File: config.mk
export PLATFORM = sky130hd
export DESIGN_NAME = uart_rx_frame_deser_flat
export DESIGN_NICKNAME = d
export VERILOG_FILES = /design/src/rtl/uart_rx_frame_deser_if.sv /design/src/rtl/uart_rx_frame_deser.sv /design/src/flat_wrapper.sv
export SDC_FILE = /design/constraint.sdc
export NUM_CORES = 1
export LEC_CHECK = 0
export CORE_ASPECT_RATIO = 0.7
export CORE_MARGIN = 1.5
export CORE_UTILIZATION = 48
export CTS_CLUSTER_DIAMETER = 60
export CTS_CLUSTER_SIZE = 10
export DETAILED_ROUTE_END_ITERATION = 8
export PLACE_DENSITY_LB_ADDON = 0.2
export SETUP_SLACK_MARGIN = 0.02
export SLEW_MARGIN = 20
export SYNTH_ARGS = -nofsm -noshare
export SYNTH_HDL_FRONTEND = slang
export SYNTH_SLANG_ARGS = --single-unit
File: constraint.sdc
create_clock -name clk -period 1.5 [get_ports clk]
set_input_delay 0.15 -clock clk [delete_from_list [all_inputs] [get_ports clk]]
set_output_delay 0.15 -clock clk [all_outputs]
set_load 0.02 [all_outputs]
File: src/rtl/uart_rx_frame_deser_if.sv
// Bundle of the deserializer's control, sampler and consumer signals.
//   master : the environment side (drives sampler strobes, enables and ack)
//   slave  : the deserializer side (drives frame data, status and error flags)
interface uart_rx_frame_deser_if #(
  parameter int unsigned DATA_WIDTH = 8
);
  logic                  deser_en;
  logic                  sampled_bit;
  logic                  data_sampled;
  logic                  par_en;
  logic                  par_typ;
  logic                  data_ack;
  logic [DATA_WIDTH-1:0] p_data;
  logic                  data_valid;
  logic                  par_err;
  logic                  stp_err;
  logic                  overrun_err;
  logic                  busy;

  modport master (
    output deser_en, sampled_bit, data_sampled, par_en, par_typ, data_ack,
    input  p_data, data_valid, par_err, stp_err, overrun_err, busy
  );

  modport slave (
    input  deser_en, sampled_bit, data_sampled, par_en, par_typ, data_ack,
    output p_data, data_valid, par_err, stp_err, overrun_err, busy
  );
endinterface

File: src/rtl/uart_rx_frame_deser.sv
// UART receive frame deserializer. Consumes one sampled bit per data_sampled
// strobe, assembles start/data/parity/stop, and presents good frames on p_data
// with a data_valid/data_ack handshake.
// Ports:
//   clk  - sole clock, rising edge
//   rst  - asynchronous active-low reset
//   bus  - slave modport: deser_en, sampled_bit, data_sampled, par_en, par_typ,
//          data_ack in; p_data, data_valid, par_err, stp_err, overrun_err, busy out
module uart_rx_frame_deser #(
  parameter int unsigned DATA_WIDTH = 8,
  parameter int unsigned MSB_FIRST  = 0
) (
  input logic                  clk,
  input logic                  rst,
  uart_rx_frame_deser_if.slave bus
);
  localparam int unsigned CNT_W = $clog2(DATA_WIDTH + 1);

  typedef enum logic [1:0] {StIdle, StData, StParity, StStop} state_e;

  state_e                r_state, w_state;
  logic [CNT_W-1:0]      r_cnt, w_cnt;
  logic [CNT_W-1:0]      w_idx;
  logic [DATA_WIDTH-1:0] r_shift, w_shift;
  logic [DATA_WIDTH-1:0] r_p_data, w_p_data;
  logic                  r_par_en, w_par_en;
  logic                  r_par_typ, w_par_typ;
  logic                  r_par_bad, w_par_bad;
  logic                  r_data_valid, w_data_valid;
  logic                  r_par_err, w_par_err;
  logic                  r_stp_err, w_stp_err;
  logic                  r_overrun, w_overrun;
  logic                  r_busy, w_busy;

  always_comb begin
    w_state      = r_state;
    w_cnt        = r_cnt;
    w_shift      = r_shift;
    w_p_data     = r_p_data;
    w_par_en     = r_par_en;
    w_par_typ    = r_par_typ;
    w_par_bad    = r_par_bad;
    w_data_valid = r_data_valid;
    w_par_err    = r_par_err;
    w_stp_err    = r_stp_err;
    w_overrun    = 1'b0;
    w_idx        = (MSB_FIRST != 0) ? CNT_W'(DATA_WIDTH - 1) - r_cnt : r_cnt;

    // Ack clears first; a good frame ending this cycle overrides it below.
    if (bus.data_ack) w_data_valid = 1'b0;

    if (!bus.deser_en) begin
      w_state = StIdle;
    end else if (bus.data_sampled) begin
      unique case (r_state)
        StIdle: begin
          if (!bus.sampled_bit) begin
            w_state   = StData;
            w_cnt     = '0;
            w_par_en  = bus.par_en;
            w_par_typ = bus.par_typ;
            w_par_bad = 1'b0;   // stays 0 when parity is disabled
          end
        end
        StData: begin
          for (int i = 0; i < int'(DATA_WIDTH); i++) begin
            if (w_idx == CNT_W'(i)) w_shift[i] = bus.sampled_bit;
          end
          w_cnt = r_cnt + 1'b1;
          if (r_cnt == CNT_W'(DATA_WIDTH - 1)) w_state = r_par_en ? StParity : StStop;
        end
        StParity: begin
          w_par_bad = ((^r_shift) ^ r_par_typ) != bus.sampled_bit;
          w_state   = StStop;
        end
        StStop: begin
          w_state   = StIdle;
          w_stp_err = ~bus.sampled_bit;
          w_par_err = r_par_bad;
          if (bus.sampled_bit && !r_par_bad) begin
            w_p_data     = r_shift;
            w_data_valid = 1'b1;
            w_overrun    = r_data_valid & ~bus.data_ack;
          end
        end
        default: w_state = StIdle;
      endcase
    end

    w_busy = (w_state != StIdle);
  end

  always_ff @(posedge clk or negedge rst) begin
    if (!rst) begin
      r_state      <= StIdle;
      r_cnt        <= '0;
      r_shift      <= '0;
      r_p_data     <= '0;
      r_par_en     <= 1'b0;
      r_par_typ    <= 1'b0;
      r_par_bad    <= 1'b0;
      r_data_valid <= 1'b0;
      r_par_err    <= 1'b0;
      r_stp_err    <= 1'b0;
      r_overrun    <= 1'b0;
      r_busy       <= 1'b0;
    end else begin
      r_state      <= w_state;
      r_cnt        <= w_cnt;
      r_shift      <= w_shift;
      r_p_data     <= w_p_data;
      r_par_en     <= w_par_en;
      r_par_typ    <= w_par_typ;
      r_par_bad    <= w_par_bad;
      r_data_valid <= w_data_valid;
      r_par_err    <= w_par_err;
      r_stp_err    <= w_stp_err;
      r_overrun    <= w_overrun;
      r_busy       <= w_busy;
    end
  end

  assign bus.p_data      = r_p_data;
  assign bus.data_valid  = r_data_valid;
  assign bus.par_err     = r_par_err;
  assign bus.stp_err     = r_stp_err;
  assign bus.overrun_err = r_overrun;
  assign bus.busy        = r_busy;
endmodule

File: src/flat_wrapper.sv
// flat-port wrapper written by rule: the top's interface ports become plain ports
module uart_rx_frame_deser_flat 
#(
  parameter int unsigned DATA_WIDTH = 8,
  parameter int unsigned MSB_FIRST  = 0
)
  (clk, rst, bus_deser_en, bus_sampled_bit, bus_data_sampled, bus_par_en, bus_par_typ, bus_data_ack, bus_p_data, bus_data_valid, bus_par_err, bus_stp_err, bus_overrun_err, bus_busy);
  uart_rx_frame_deser_if #(.DATA_WIDTH(DATA_WIDTH)) bus_i ();
  input logic clk;
  input logic rst;
  input wire logic [$bits(bus_i.deser_en)-1:0] bus_deser_en;
  input wire logic [$bits(bus_i.sampled_bit)-1:0] bus_sampled_bit;
  input wire logic [$bits(bus_i.data_sampled)-1:0] bus_data_sampled;
  input wire logic [$bits(bus_i.par_en)-1:0] bus_par_en;
  input wire logic [$bits(bus_i.par_typ)-1:0] bus_par_typ;
  input wire logic [$bits(bus_i.data_ack)-1:0] bus_data_ack;
  output wire logic [$bits(bus_i.p_data)-1:0] bus_p_data;
  output wire logic [$bits(bus_i.data_valid)-1:0] bus_data_valid;
  output wire logic [$bits(bus_i.par_err)-1:0] bus_par_err;
  output wire logic [$bits(bus_i.stp_err)-1:0] bus_stp_err;
  output wire logic [$bits(bus_i.overrun_err)-1:0] bus_overrun_err;
  output wire logic [$bits(bus_i.busy)-1:0] bus_busy;
  assign bus_i.deser_en = bus_deser_en;
  assign bus_i.sampled_bit = bus_sampled_bit;
  assign bus_i.data_sampled = bus_data_sampled;
  assign bus_i.par_en = bus_par_en;
  assign bus_i.par_typ = bus_par_typ;
  assign bus_i.data_ack = bus_data_ack;
  assign bus_p_data = bus_i.p_data;
  assign bus_data_valid = bus_i.data_valid;
  assign bus_par_err = bus_i.par_err;
  assign bus_stp_err = bus_i.stp_err;
  assign bus_overrun_err = bus_i.overrun_err;
  assign bus_busy = bus_i.busy;
  uart_rx_frame_deser #(.DATA_WIDTH(DATA_WIDTH), .MSB_FIRST(MSB_FIRST)) u_core (.clk(clk), .rst(rst), .bus(bus_i));
endmodule
======== Word level (Yosys, flattened, before mapping) ========
Index checks and enable logic that the tools add are counted.
word-level totals
  logic and storage cells ................. 76
  bits in registers ....................... 30
operators by class
  add/subtract/negate cells ............... 1
  muxes and demuxes ....................... 19
  reductions and logical operators ........ 21
  equal/unequal tests ..................... 12
  bitwise gates (word level) .............. 4
operators with widths
  kind                   count
  $reduce_and A4 Y1      12
  $eq A4 B3 Y1 const B   4
  $mux W1                11
  $eq A4 B2 Y1 const B   2
  $mux W2                4
  $pmux W2 S4            1
  $pmux W4 S2            1
  $reduce_xor A8 Y1      1
  $reduce_bool A2 Y1     3
  $add A4 B1 Y4 const B  1
  $eq A2 B2 Y1 const B   2
  $eq A4 B1 Y1 const B   1
  $logic_not A4 Y1       1
  $mux W4                1
  $reduce_and A3 Y1      1
  $eq A2 B1 Y1 const B   1
  $logic_not A2 Y1       1
  $ne A2 B2 Y1 const B   1
  $not A1 Y1             2
  $pmux W1 S2            1
  $and A1 B1 Y1          1
  $logic_and A1 B1 Y1    1
  $logic_not A1 Y1       1
  $ne A1 B1 Y1           1
  $xor A1 B1 Y1          1

======== Logic depth before layout (Yosys ltp) ========
Gate-level depths: netlist (run 1).
  depth in word-level cells ............... 6
  mapped depth ............................ 6
  mapped depth without buffers ............ 5

======== Least setup slack after synthesis (run 1) ========
No wires, ideal clock.
  path type ............................... register to register
  start ................................... register u_core.r_shift[2]
  end ..................................... register u_core.r_par_bad
  library setup time ...................... 0.122 ns
  arrival time ............................ 1.291 ns
  buffers on the path ..................... 0
  path slack .............................. 0.088 ns
  cell stages (with the launch flop) ...... 5
  period minus slack after synthesis ...... 1.412 ns
  path through ............................ dfrtp_1 -> xnor2_1 -> xnor3_1 -> xnor2_1 -> a32o_1
between the ends
  word-level cells in the longest chain between the ends .. 4
ends and longest elaborated chain
  what                      line                        source
  start: declaration        uart_rx_frame_deser.sv:24   logic [DATA_WIDTH-1:0] r_shift, w_shift;
  start signal: assignment  uart_rx_frame_deser.sv:110  r_shift <= w_shift;
  $reduce_xor A8 Y1         uart_rx_frame_deser.sv:73   w_par_bad = ((^r_shift) ^ r_par_typ) != bus.sampled_bit;
  $xor A1 B1 Y1             uart_rx_frame_deser.sv:73
  $ne A1 B1 Y1              uart_rx_frame_deser.sv:73
  $pmux W1 S2               uart_rx_frame_deser.sv:55   unique case (r_state)
  end signal: assignment    uart_rx_frame_deser.sv:114  r_par_bad <= w_par_bad;
  end: declaration          uart_rx_frame_deser.sv:28   logic r_par_bad, w_par_bad;
Every way passes these cells.
A chain may end at the register's enable or synchronous reset.

======== Final worst setup path (run 1) ========
  start ................................... register u_core.r_state[1]
  end ..................................... register u_core.r_p_data[2], in the netlist u_core.bus.p_data[2]
between the ends
  word-level cells in the longest chain between the ends .. 2
ends and longest elaborated chain
  what                                line                        source
  start: declaration                  uart_rx_frame_deser.sv:21   state_e r_state, w_state;
  start signal: assignment            uart_rx_frame_deser.sv:95   r_state <= StIdle;
  start signal: assignment            uart_rx_frame_deser.sv:108  r_state <= w_state;
  $eq A2 B2 Y1                        uart_rx_frame_deser.sv:55
  $reduce_and A4 Y1 (no source line)  n/a
  end signal: assignment              uart_rx_frame_deser.sv:111  r_p_data <= w_p_data;
  end: declaration                    uart_rx_frame_deser.sv:25   logic [DATA_WIDTH-1:0] r_p_data, w_p_data;
Every way passes these cells.

==> metrics, run 1 <==
Design Area, Final=1940 um2; Worst EP arrival=1.62 ns; Die Wd=68.7 um; Final Util=68.4%; sequential share of power=46.1%; IO Pins=21; Comb pwr share=17.0%; Mean Syn Cell Area=11.4 um2; GRT Resource Usage Total=21.3%; Multi-input gate area=661 um2; delay-heaviest family, CP=flip-flops; Mapped Cells=127; final setup violating endpoints=0; share of layout cells above drive strength 1=24.9%; post-DR wirelength/cell=14.9 um; PortBufs=20; Cell Area, Synth=1450 um2; final worst slack=0.0396 ns; unrepaired setup endpoints after global routing=yes; post-route minimum period=1.46 ns; final net count=180; net count after synthesis=139; Vias=1129; CTS sink cnt=30; Worst Path Max Fanout=10; Synth area leader=dfrtp_1; Sw Share=26.3%; worst-path cell chain=nand4_4 > nor3_4 > buf_12 > mux2_2; Max Cap Violations=0; setup TNS=0 ns; cell at the slowest stage of the critical path=dfrtp_1; Max-slew headroom=69.4%; clock-pin transition on the worst setup and hold timing paths=0.06 ns; worst slew pin tran=0.454 ns; Pint=0.00152 W; skew final=0.00437 ns; Core ar.=2840 um2; vias in the first global route=1096; CTS Buffer Depth=2; PD cells=1060 nW/um2; Congestion Overflow GR=0; Design Power=0.00206 W; Worst path max stage delay=0.52 ns; row cnt=16; Crit Reg-Reg Startpoint=u_core.r_state[1]; Hold WC Path Type=in -> async; Area growth, synth to finish=33.9%; Placer Congestion=0.880; first-pass GRT wire length=5230 um; pre-CTS setup slack=-0.256 ns; overall die height=49.0 um; clk_lat worst skew=0.28 ns; Starting Density=51.1%; WP data required=1.66 ns; Reg area=751 um2; final hold vios=0; Peak VDD IR=0.000587 V; r2r setup slk=0.04 ns; #FFs+latches synth=30; htree depth=2; drc violations=0; CP Buf/Inv Count=1; clock power share=36.9%; # diodes=0; TritonRoute pass-1 iters=4; fill count=212; Detailed Route WL=3060 um; Critical Path Sink Type=flop; DR iter-0 viols=56; R2R cell count=4; P_sw=0.000541 W; synth top area cells=dfrtp_1 52%, mux2_2 8.5%, o21ai_0 4.8%; die area=3370 um2; Slew Limit Fails=0; YS warnings=0; Placed Area=1810 um2; largest net degree at the start of global routing=31; post-synthesis sequential area ratio=51.7%; Synth cell types=34; DR vias/cell=5.51; RR Endpoint=u_core.bus.p_data[2]; crit start category=flop; CTS buffer count=5; worst setup path category=reg -> reg; Tcrit/Tclk final=97.4%; hpwl dp=2250 um; antenna violations before repair=0; status=completed; TritonCTS clock tree=yes; fmax=685 MHz; share of the synthesized area in the top cell type=51.7%; leakage=0.884 nW; DRT antenna net count=0; root buffer cell=clkbuf_8
==> cell type report <==
type,instances,area share (%)
flip-flops and latches,30,38.6
inverters,5,0.966
multi-input cells,87,34.0
clock buffers,8,5.67
repair buffers,39,18.4
well taps,36,2.32
==> registers in the layout, indices dropped and copies added (netlist names) <==
register,count
u_core.r_par_en,1
u_core.r_shift,8
u_core.bus.stp_err,1
u_core.r_cnt,4
u_core.r_par_bad,1
u_core.bus.p_data,8
u_core.bus.data_valid,1
u_core.bus.busy,1
u_core.r_state,2
u_core.r_par_typ,1
u_core.bus.par_err,1
u_core.bus.overrun_err,1
==> metal layers <==
| metal | routed length, um | vias up | global-route usage [%] | part of all wire, % |
|---|---|---|---|---|
| met5 | 0 | - | 0 | 0 |
| met4 | 38 | 0 | 7.19 | 1.2 |
| met3 | 139 | 5 | 5.54 | 4.5 |
| met2 | 1400 | 23 | 31.9 | 46 |
| met1 | 1480 | 563 | 30.1 | 48 |
| li1 | - | 538 | - | - |
==> cell usage after synthesis, drive strengths merged <==
library cell,number
nor4,1
o21ai,14
and3,1
xnor2,7
nand4b,1
a32o,2
buf,3
o311a,1
nor2,2
and3b,1
or3,1
o211ai,1
nand3b,1
a21o,1
nor3,3
o31ai,8
ha,4
nand2b,1
nor3b,1
clkbuf,2
nand2,13
mux2,11
xnor3,1
mux2i,1
nand3,2
dfrtp,30
inv,5
a21boi,1
nand4,1
a21oi,3
nor2b,3
==> cell families (layout without fill, tap and decap cells) <==
kind of cell	Yosys count	in the layout	synth area share (%)
xor gates and xnor gates	8	8	5.78
and+or+nand+nor	32	32	13.3
DFF	30	30	51.7
buffers and inverters	10	52	2.93
muxes	12	12	9.22
AOI/OAI and AO/OA	31	31	13.6
adders and majority gates	4	4	3.45
==> placed cells by master, fill, tap and decap left out, types with 2 or more instances in the layout <==
| cell type | synthesis | routed |
|---|---|---|
| o31ai_1 | 8 | 8 |
| nor3_1 | 2 | 2 |
| ha_1 | 4 | 4 |
| mux2_2 | 11 | 11 |
| nand3_1 | 2 | 2 |
| nor2_1 | 2 | 2 |
| clkdlybuf4s50_1 | 0 | 19 |
| nand2_1 | 12 | 12 |
| a32o_1 | 2 | 2 |
| a21oi_1 | 3 | 3 |
| nor2b_1 | 3 | 2 |
| inv_1 | 5 | 5 |
| dfrtp_1 | 30 | 30 |
| xnor2_1 | 7 | 7 |
| buf_4 | 0 | 18 |
| o21ai_0 | 14 | 14 |
| clkbuf_8 | 0 | 8 |
==> through the flow <==
step | instances | hold WS (ns)
global placement | 195 | 0.465
detailed placement | 195 | 0.490
floorplan | 127 | -0.146
global route | 205 | 0.258
CTS | 204 | 0.263
finish | 205 | 0.244
==> timing repair <==
item	CTS	global route
hold buffers	0	0
gates resized for setup	0	2
buffers inserted	1	1
pin swaps	4	3
hold endpoints to repair	0	0
endpoints found under the setup margin	1	17
==> worst reg2reg max path, cell delays in order (launching register included) <==
cell and delay, ns:
dfrtp_1 0.52, nand4_4 0.16, nor3_4 0.17, buf_12 0.15
mux2_2 0.34
==> how the worst max path moves through the flow <==
stage                                      end  slack, ns  cells past startpoint               from
after floorplan               u_core.r_par_bad       0.09                      4  u_core.r_shift[2]
final                     u_core.bus.p_data[2]       0.04                      4  u_core.r_state[1]
after global placement    u_core.bus.p_data[3]      -0.17                      5       bus_deser_en
after detailed placement     u_core.r_shift[1]      -0.26                      5       bus_deser_en
after global routing          u_core.r_par_bad      -0.03                      4  u_core.r_shift[5]
after CTS                     u_core.r_par_bad       0.03                      4  u_core.r_shift[7]
==> power by group through the flow <==
stage | registers [W] | clock network [W] | logic [W]
after floorplan | 0.000943 | 0 | 0.000231
after global placement | 0.000955 | 0 | 0.000327
after detailed placement | 0.000962 | 0 | 0.000349
after CTS | 0.000947 | 0.000774 | 0.000354
after global routing | 0.000962 | 0.000807 | 0.000390
final | 0.000950 | 0.000761 | 0.000349
Power figures use the tool's default switching activity.
==> run 2, diff against run 1 <==
Settings changed: CORE_UTILIZATION 48 to 53.
Clock period 1.5 ns to 1.53 ns, I/O delays scaled along.
==> run 2 against run 1 <==
Against the previous run: design area down 3.3%; utilization up 5.8 points; wire length down 8.9%; non-clock buffer count down 6.
==> metrics, run 2 (synthesis results as in run 1) <==
status=completed; final setup violating endpoints=0; clock-pin transition on the worst setup and hold timing paths=0.07 ns; Placer Congestion=0.854; post-DR wirelength/cell=14.1 um; worst slew pin tran=0.444 ns; Hold WC Path Type=in -> async; clk_lat worst skew=0.29 ns; final hold vios=0; Starting Density=57.3%; Detailed Route WL=2790 um; worst setup path category=reg -> reg; leakage=0.831 nW; Critical Path Sink Type=flop; Worst EP arrival=1.64 ns; Area growth, synth to finish=29.4%; first-pass GRT wire length=4520 um; die area=3070 um2; Max Cap Violations=0; largest net degree at the start of global routing=31; Die Wd=65.5 um; fill count=174; # diodes=0; Slew Limit Fails=0; CTS Buffer Depth=2; hpwl dp=2070 um; Max-slew headroom=70.1%; WP data required=1.71 ns; post-route minimum period=1.46 ns; fmax=685 MHz; row cnt=15; Tcrit/Tclk final=95.5%; Vias=1064; vias in the first global route=959; final worst slack=0.0694 ns; Worst Path Max Fanout=3; setup TNS=0 ns; root buffer cell=clkbuf_8; DR vias/cell=5.40; antenna violations before repair=0; TritonCTS clock tree=yes; Congestion Overflow GR=0; most common cell after layout, fill and taps aside=dfrtp_1; unrepaired setup endpoints after global routing=yes; final net count=174; share of layout cells above drive strength 1=22.1%; IO Pins=21; Setup Buffers After CTS=0; CTS sink cnt=30; most frequent cells in the layout=30 x dfrtp_1, 20 x clkdlybuf4s50_1, 14 x o21ai_0; crit start category=flop; htree depth=2; Core ar.=2530 um2; TritonRoute pass-1 iters=4; overall die height=46.8 um; PD cells=1020 nW/um2; DR iter-0 viols=48; CTS buffer count=5; GRT Resource Usage Total=21.5%; Peak VDD IR=0.000606 V; skew final=0.00541 ns; pre-CTS setup slack=-0.217 ns; drc violations=0; PortBufs=20; DRT antenna net count=0
## run 2: worst paths after layout
kind | startpoint | to | slack (ns) | depth (start not counted)
min in group clk | bus_data_ack | u_core.bus.data_valid | 0.46 | 3
min reg2reg | u_core.bus.stp_err | u_core.bus.stp_err | 0.48 | 2
max | u_core.r_shift[5] | u_core.r_par_bad | 0.07 | 4
min | rst | u_core.bus.stp_err | 0.25 | 2
max in group asynchronous | rst | u_core.bus.p_data[3] | 1.01 | 2
max reg2reg | u_core.r_shift[5] | u_core.r_par_bad | 0.07 | 4
## run 2: per-layer routing
layer  share of wire, %  vias up  routed length (um)  GRT usage, %
met5                  0        -                   0             0
met4                1.7        0                  46          10.0
met3                5.8        5                 161          9.35
met2                 46       26                1290          33.1
met1                 46      507                1290          27.1
li1                   -      526                   -             -
## run 2: layout make-up
type                            count  area, um2  area share, %
Clock inverter                      2       12.5          0.666
Inverter                            5       18.8          0.999
Timing Repair Buffer               33        310           16.5
Multi-Input combinational cell     87        661           35.2
Sequential cell                    30        751           40.0
Clock buffer                        6       82.6           4.40
Tap cell                           34       42.5           2.27
## run 2: power breakdown
group	switching, W	leakage (nW)	internal [W]
Clock	0.000299	0.0472	0.000361
Sequential	0.0000736	0.408	0.000858
Combinational	0.000145	0.376	0.000170
## run 2: timing repair
item | 4_1_cts | 5_1_grt
hold buffers | 0 | 0
hold endpoints to repair | 0 | 0
setup endpoints to repair | 1 | 2
pin swaps | 1 | 5
gates resized for setup | 0 | 1
## run 2: worst max-delay path, stage by stage (launching register included)
cell and delay, ns:
dfrtp_1 0.40, xnor2_1 0.18, xnor3_1 0.42, xnor2_1 0.13
a32o_1 0.21
## run 2: through the flow
step / area [um2] / power [W] / cells / hold WS (ns) / utilization [%]
after CTS: 1880 / 0.00193 / 197 / 0.258 / 74.0
after global routing: 1880 / 0.00201 / 197 / 0.295 / 74.1
after detailed placement: 1780 / 0.00126 / 189 / 0.468 / 70.3
final: 1880 / 0.00191 / 197 / 0.251 / 74.1
after floorplan: 1450 / 0.00115 / 127 / -0.143 / -
after global placement: 1780 / 0.00125 / 189 / 0.463 / 70.3
